## src/rtl/fetch_queue_if.sv

```systemverilog
// fetch_queue_if: handshake bundle between the fetch unit, the prefetch
// queue and the decode stage.
//   Flush                 redirect: discard every buffered entry
//   InValid/InPC/InInstr  fetch -> queue pair, with InReady back-pressure
//   OutValid/OutPC/OutInstr queue -> decode head entry, with OutReady consume
//   Count                 number of stored entries, 0..DEPTH
// modport slave is the queue side, modport master is the fetch/decode side.
interface fetch_queue_if #(
    parameter int AW = 2
);
    logic          Flush;
    logic          InValid;
    logic [31:0]   InPC;
    logic [31:0]   InInstr;
    logic          InReady;
    logic          OutValid;
    logic [31:0]   OutPC;
    logic [31:0]   OutInstr;
    logic          OutReady;
    logic [AW:0]   Count;

    modport master (
        output Flush, InValid, InPC, InInstr, OutReady,
        input  InReady, OutValid, OutPC, OutInstr, Count
    );

    modport slave (
        input  Flush, InValid, InPC, InInstr, OutReady,
        output InReady, OutValid, OutPC, OutInstr, Count
    );
endinterface

```

## src/rtl/fetch_queue.sv

```systemverilog
// fetch_queue: instruction prefetch buffer. {PC, Instr} pairs from fetch are
// held in a DEPTH-entry circular FIFO and handed to decode in order. Flush
// empties the queue on a control-flow redirect.
//   Clk    system clock, rising edge
//   Reset  synchronous active-low reset (0 = reset); clears pointers, count
//          and storage, and wins over Flush and any handshake
//   q      fetch_queue_if.slave: Flush, In* (enqueue side), Out* (dequeue
//          side), Count
// Build option FETCH_QUEUE_BYPASS_EN: when the queue is empty and not
// flushing, the fetch pair is visible at the outputs in the same cycle and
// is consumed without being written if decode is ready. Without it there is
// no combinational input-to-output path and minimum latency is one cycle.
module fetch_queue #(
    parameter int DEPTH = 4,
    parameter int AW    = 2
) (
    input  logic           Clk,
    input  logic           Reset,
    fetch_queue_if.slave   q
);
    localparam logic [AW:0] FULL_CNT = (AW+1)'(DEPTH);

    logic [63:0]   mem [DEPTH];
    logic [AW-1:0] head;
    logic [AW-1:0] tail;
    logic [AW:0]   count;

    logic          not_full;
    logic          not_empty;
    logic          enq;
    logic          deq;
    logic [63:0]   head_word;

    assign not_full  = (count != FULL_CNT);
    assign not_empty = (count != '0);
    assign head_word = mem[head];

    // Ready never looks at OutReady, so fetch cannot see a decode-to-fetch
    // combinational path.
    assign q.InReady = not_full && !q.Flush;
    assign q.Count   = count;

`ifdef FETCH_QUEUE_BYPASS_EN
    logic bypass;

    assign bypass     = !not_empty && !q.Flush;
    assign q.OutValid = bypass ? q.InValid : (not_empty && !q.Flush);
    assign q.OutPC    = bypass ? q.InPC    : head_word[63:32];
    assign q.OutInstr = bypass ? q.InInstr : head_word[31:0];
    // In bypass the pair is either taken straight by decode (no write)
    // or, if decode stalls, stored like any other enqueue.
    assign deq = q.OutValid && q.OutReady && !bypass;
    assign enq = q.InValid && q.InReady && !(bypass && q.OutReady);
`else
    assign q.OutValid = not_empty && !q.Flush;
    assign q.OutPC    = head_word[63:32];
    assign q.OutInstr = head_word[31:0];
    assign deq = q.OutValid && q.OutReady;
    assign enq = q.InValid && q.InReady;
`endif

    always_ff @(posedge Clk) begin
        if (!Reset) begin
            head  <= '0;
            tail  <= '0;
            count <= '0;
            for (int i = 0; i < DEPTH; i++) begin
                mem[i] <= '0;
            end
        end else if (q.Flush) begin
            // Storage is left as-is; only the bookkeeping is dropped.
            head  <= '0;
            tail  <= '0;
            count <= '0;
        end else begin
            if (enq) begin
                mem[tail] <= {q.InPC, q.InInstr};
                tail      <= tail + 1'b1;
            end
            if (deq) begin
                head <= head + 1'b1;
            end
            if (enq && !deq) begin
                count <= count + 1'b1;
            end else if (deq && !enq) begin
                count <= count - 1'b1;
            end
        end
    end
endmodule
```

## src/flat_wrapper.sv

```systemverilog
// flat-port wrapper written by rule: the top's interface ports become plain ports
module fetch_queue_flat 
#(
    parameter int DEPTH = 4,
    parameter int AW    = 2
)
  (Clk, Reset, q_Flush, q_InValid, q_InPC, q_InInstr, q_OutReady, q_InReady, q_OutValid, q_OutPC, q_OutInstr, q_Count);
  fetch_queue_if #(.AW(AW)) q_i ();
  input  logic Clk;
  input  logic Reset;
  input wire logic [$bits(q_i.Flush)-1:0] q_Flush;
  input wire logic [$bits(q_i.InValid)-1:0] q_InValid;
  input wire logic [$bits(q_i.InPC)-1:0] q_InPC;
  input wire logic [$bits(q_i.InInstr)-1:0] q_InInstr;
  input wire logic [$bits(q_i.OutReady)-1:0] q_OutReady;
  output wire logic [$bits(q_i.InReady)-1:0] q_InReady;
  output wire logic [$bits(q_i.OutValid)-1:0] q_OutValid;
  output wire logic [$bits(q_i.OutPC)-1:0] q_OutPC;
  output wire logic [$bits(q_i.OutInstr)-1:0] q_OutInstr;
  output wire logic [$bits(q_i.Count)-1:0] q_Count;
  assign q_i.Flush = q_Flush;
  assign q_i.InValid = q_InValid;
  assign q_i.InPC = q_InPC;
  assign q_i.InInstr = q_InInstr;
  assign q_i.OutReady = q_OutReady;
  assign q_InReady = q_i.InReady;
  assign q_OutValid = q_i.OutValid;
  assign q_OutPC = q_i.OutPC;
  assign q_OutInstr = q_i.OutInstr;
  assign q_Count = q_i.Count;
  fetch_queue #(.DEPTH(DEPTH), .AW(AW)) u_core (.Clk(Clk), .Reset(Reset), .q(q_i));
endmodule
```

## config.mk

```make
export PLATFORM = sky130hd
export DESIGN_NAME = fetch_queue_flat
export DESIGN_NICKNAME = d
export VERILOG_FILES = /design/src/rtl/fetch_queue_if.sv /design/src/rtl/fetch_queue.sv /design/src/flat_wrapper.sv
export SDC_FILE = /design/constraint.sdc
export NUM_CORES = 1
export LEC_CHECK = 0
export CAP_MARGIN = 40
export CORE_UTILIZATION = 56
export CTS_CLUSTER_SIZE = 40
export DETAILED_ROUTE_END_ITERATION = 8
export GPL_TIMING_DRIVEN = 0
export HOLD_SLACK_MARGIN = 0.03
export PLACE_DENSITY = 0.89
export SLEW_MARGIN = 40
export SYNTH_ARGS = -nofsm -noshare
export SYNTH_HDL_FRONTEND = slang
export SYNTH_SLANG_ARGS = --single-unit
export TNS_END_PERCENT = 50
```

## constraint.sdc

```tcl
create_clock -name Clk -period 7.7 [get_ports Clk]
set_input_delay 1.54 -clock Clk [delete_from_list [all_inputs] [get_ports Clk]]
set_output_delay 1.54 -clock Clk [all_outputs]
set_load 0.01 [all_outputs]
```

== After elaboration in Yosys (flattened, before gate mapping) ==
Memories as Yosys holds them, arrays and structs flattened. A register that Yosys moved wholly into a read port is not among the register bits.
Index checks and enable logic that the tools add are counted.

* Memories: 1
* Bits of input ports: 69
* Memory bits (writable): 256
* Register bits after elaboration: 7

* Equality and inequality tests: 1
* Bitwise logic cells: 1
* $add $sub $neg: 4
* Muxes and demuxes: 12
* Reduce and logical (&&, ||, !) cells: 13

{| class="wikitable"
|+ Memory list
! name !! depth !! bits a word !! read ports !! clocked after Yosys merged registers in !! write ports !! line !! text
|-
| u_core.mem || 4 || 64 || 1 || 1 || 4 || fetch_queue.sv:23 || <nowiki>logic [63:0] mem [DEPTH];</nowiki>
|}

{| class="wikitable"
|+ Operators with widths
! kind !! count
|-
| $mux 64 || 1
|-
| $reduce_or 64->1 || 1
|-
| $logic_and 1x1->1 || 6
|-
| $mux 1 || 6
|-
| $mux 2 || 3
|-
| $mux 3 || 2
|-
| $add 2x1->2 const B || 2
|-
| $add 3x1->3 const B || 1
|-
| $logic_not 1->1 || 3
|-
| $ne 3x3->1 const B || 1
|-
| $reduce_bool 3->1 || 1
|-
| $sub 3x1->3 const B || 1
|-
| $reduce_bool 2->1 || 1
|-
| $reduce_or 2->1 || 1
|-
| $not 1->1 || 1
|}

== Logic depth before layout (Yosys ltp) ==
* Depth in word-level cells: 9
* Gate-level depth with buffers: 9

== Worst setup path before layout ==
Ideal clock, no wire load.

* Kind: in2reg
* Start: input port q_InValid
* End: memory u_core.mem[1][0], enable pin
* Setup time: 0.574 ns
* Path slack: 0.783 ns
* Arrival: 6.343 ns
* Cell stages on the path: 3
* Cell sequence: nor2b_1 -> nand2_1 -> o21ai_0

{| class="wikitable"
|+ RTL lines
! item !! line !! text
|-
| start, declared || flat_wrapper.sv:12 || <nowiki>input wire logic [$bits(q_i.InValid)-1:0] q_InValid;</nowiki>
|-
| end, declared || fetch_queue.sv:23 ||
|}

== Worst setup path in the final report ==
* Start: input port q_Flush
* End: output port q_OutValid

* Cells in the longest elaborated chain, start to end: 2

{| class="wikitable"
|+ Ends and longest elaborated chain
! item !! line !! text
|-
| start, declared || flat_wrapper.sv:11 || <nowiki>input wire logic [$bits(q_i.Flush)-1:0] q_Flush;</nowiki>
|-
| $logic_not 1->1 || fetch_queue.sv:55 || <nowiki>assign q.OutValid = not_empty && !q.Flush;</nowiki>
|-
| $logic_and 1x1->1 || fetch_queue.sv:55 ||
|-
| end, declared || flat_wrapper.sv:17 || <nowiki>output wire logic [$bits(q_i.OutValid)-1:0] q_OutValid;</nowiki>
|}

No other way between the ends.

==> flow_summary.yaml <==
outcome:
  status: "finished, final reports clean"
flow_run:
  maxCapViolations: 0
clocking:
  cts_tree: "built"
  clock_latency_ps: 520
  clockBufferDepth: 3
  clock_sinks: 265
  ctsHoldBuffers: 0
  cts_made_buffers: 26
  clkSlewWorstSetupHoldPaths_ps: 60
  cts_root_buffer: "clkbuf_16"
  cts_setup_buffers: 0
  cts_max_level: 1
  ctsResizeCount: 0
setup_path:
  crit_path_end_kind: "output pin"
  worstPathArrival_ps: 2770
  path_class: "in -> out"
  crit_path_max_fanout: 7
  crit_chain: "clkdlybuf4s50_1 > nor2_1 > clkdlybuf4s50_1"
  start_kind: "input pin"
  crit_required_ps: 6160
  ff2ff_path_depth: 9
  worst_path_max_delay_cell: "clkdlybuf4s50_1"
  critical_path.max_stage_delay_ps: 550
  critPathMostFrequentCell: "clkdlybuf4s50_1"
synthesis:
  ys.flop_type: "edfxtp_1"
  ys.warnings.count: 0
  synth_cell_types: 33
  avgSynthCellArea_sq_um: 16.6
  syn_nets: 766
  yosysTopAreaCell: "edfxtp_1"
  seq_area_frac_synth: 0.683
  synth.area.top_cells: "edfxtp_1, mux4_2, and3_1"
  syn_inst: 695
  synth-async-reset-ratio: 0
  netlist_area_sq_um: 11500
  synth_edf_count: 256
  ys_ff_latch: 265
  netlist.area_leader.share: 0.667
global_route:
  track_usage: 0.248
  grt_max_degree: 37
  antenna_found_initial: 1
  grt_pass1_vias: 7297
  grt_pass1_wl_mm: 40.2
  overflow: 0
detailed_routing:
  first_pass_iters: 7
  route.detailed.drc: 0
  wl_met1_mm: 9.58
  via_count: 6959
  routed-wl-met2_mm: 13.3
  avgRoutedWirePerCell_um: 22.2
  drtAntennaViolNets: 0
  initialDrtViolationCount: 712
  viasPerCell: 6.01
  wl_mm: 25.7
  highest_layer: "met4"
  route.met3.wl_mm: 2.09
layout:
  final_nets: 938
  final_cell_mix: "edfxtp_1, and3_1, clkdlybuf4s50_1"
  area_delta_synth_final_pct: 24.2
  layout_commonest_cell: "edfxtp_1"
  final_cells: 1158
  post-route-util: 0.707
  nFillCells: 1279
  drive_gt1_frac: 0.177
floorplanning:
  die_h_um: 145
  num_rows: 52
  ioPinCount: 138
  core_area_sq_um: 20200
  die_w_um: 145
  start_util: 0.570
  dieArea_sq_um: 21200
power:
  powerDensity_nw_per_um2: 228
  power.leakage_uw: 0.00579
  vdd_drop_max_uv: 156
placement:
  routabilityCongestion: 0.796
  hpwl_mm: 16.8
  pre_cts_slack_ps: 3400
  dp_cells: 1109
  io_buffers: 137
timing:
  rsz0062_at_grt: "no"
  slew_headroom: 0.545
  slew_violations: 0
  fin_crit_sh: 0.560
  worst_slack_ps: 3390
  worst_slew_pin_slew_ps: 682
  setup_violations: 0
  max_freq_mhz: 232
  period_needed_ps: 4310
  skew_ps: 13.3
  whs_ps: 535
  hold_violations: 0
hold_path:
  hold_depth: 2
  holdCritPathClass: "reg -> reg"
-- cell usage after synthesis, types with 4 or more instances --
cell,instances
clkbuf_2,26
buf_1,6
nor2_1,6
o21ai_0,4
and3_1,192
nand2b_1,4
dfxtp_1,9
and2_1,64
buf_4,8
mux4_2,64
inv_1,4
nand2_1,5
edfxtp_1,256
clkbuf_1,20
-- state kept, by name (all words and copies together) (netlist names), named ones only --
| name | flops |
|---|---|
| u_core.mem | 256 |
| u_core.head | 2 |
| u_core.tail | 2 |
| u_core.q.Count | 3 |
-- final timing paths --
check / startpoint / endpoint / slack (ps)
min reg2reg: u_core.head[1] / u_core.head[1] / 530
min: u_core.head[1] / u_core.head[1] / 530
max reg2reg: u_core.q.Count[0] / u_core.q.Count[2] / 5310
max: q_Flush / q_OutValid / 3390
-- layout make-up --
| class | instances | area (sq um) | share of cell area |
|---|---|---|---|
| inverter | 4 | 15.0 | 0.00105 |
| multi-input combinational | 364 | 3390 | 0.237 |
| antenna | 1 | 2.50 | 0.000175 |
| buffer | 62 | 298 | 0.0208 |
| clock buffer | 32 | 724 | 0.0506 |
| tap | 270 | 338 | 0.0236 |
| clock inverter | 16 | 178 | 0.0124 |
| timing repair buffer | 144 | 1500 | 0.105 |
| sequential | 265 | 7870 | 0.550 |
-- critical path, delay by kind of cell --
kind | cells | cell delay (ps)
AND/OR/NAND/NOR | 1 | 180
buffers and inverters | 2 | 1050
-- report_power, final --
group / total (uW) / leakage, uW / switching, uW / internal, uW
registers: 1670 / 0.00274 / 18.7 / 1650
clock network: 1320 / 0.000447 / 521 / 799
logic: 273 / 0.00260 / 136 / 138
total: 3260 / 0.00579 / 675 / 2590
-- stage by stage --
stage | power [uW] | cell area (sq um) | TNS [ps]
after floorplan | 1810 | 11500 | 0
after global placement | 1960 | 13200 | -176860
after detailed placement | 1970 | 13400 | 0
after CTS | 3270 | 14300 | 0
after global routing | 3340 | 14300 | 0
final | 3260 | 14300 | 0
-- metal layers --
metal	up-vias	global-route usage
met5	-	0
met4	0	0.0779
met3	49	0.0404
met2	354	0.428
met1	3475	0.326
li1	3081	-
-- cell families (layout without fill, tap and decap cells) --
group | count (synthesis) | count (layout) | share of synthesized area
flip-flops | 265 | 265 | 0.683
AND/OR/NAND/NOR | 282 | 282 | 0.153
buffers and inverters | 66 | 258 | 0.0271
other | 0 | 1 | 0
AO/OA/AOI/OAI | 13 | 13 | 0.00727
adder cells (fa/ha/maj) | 2 | 2 | 0.00282
multiplexers | 65 | 65 | 0.126
XOR/XNOR | 2 | 2 | 0.00152
(Power assumes the default switching activity.)
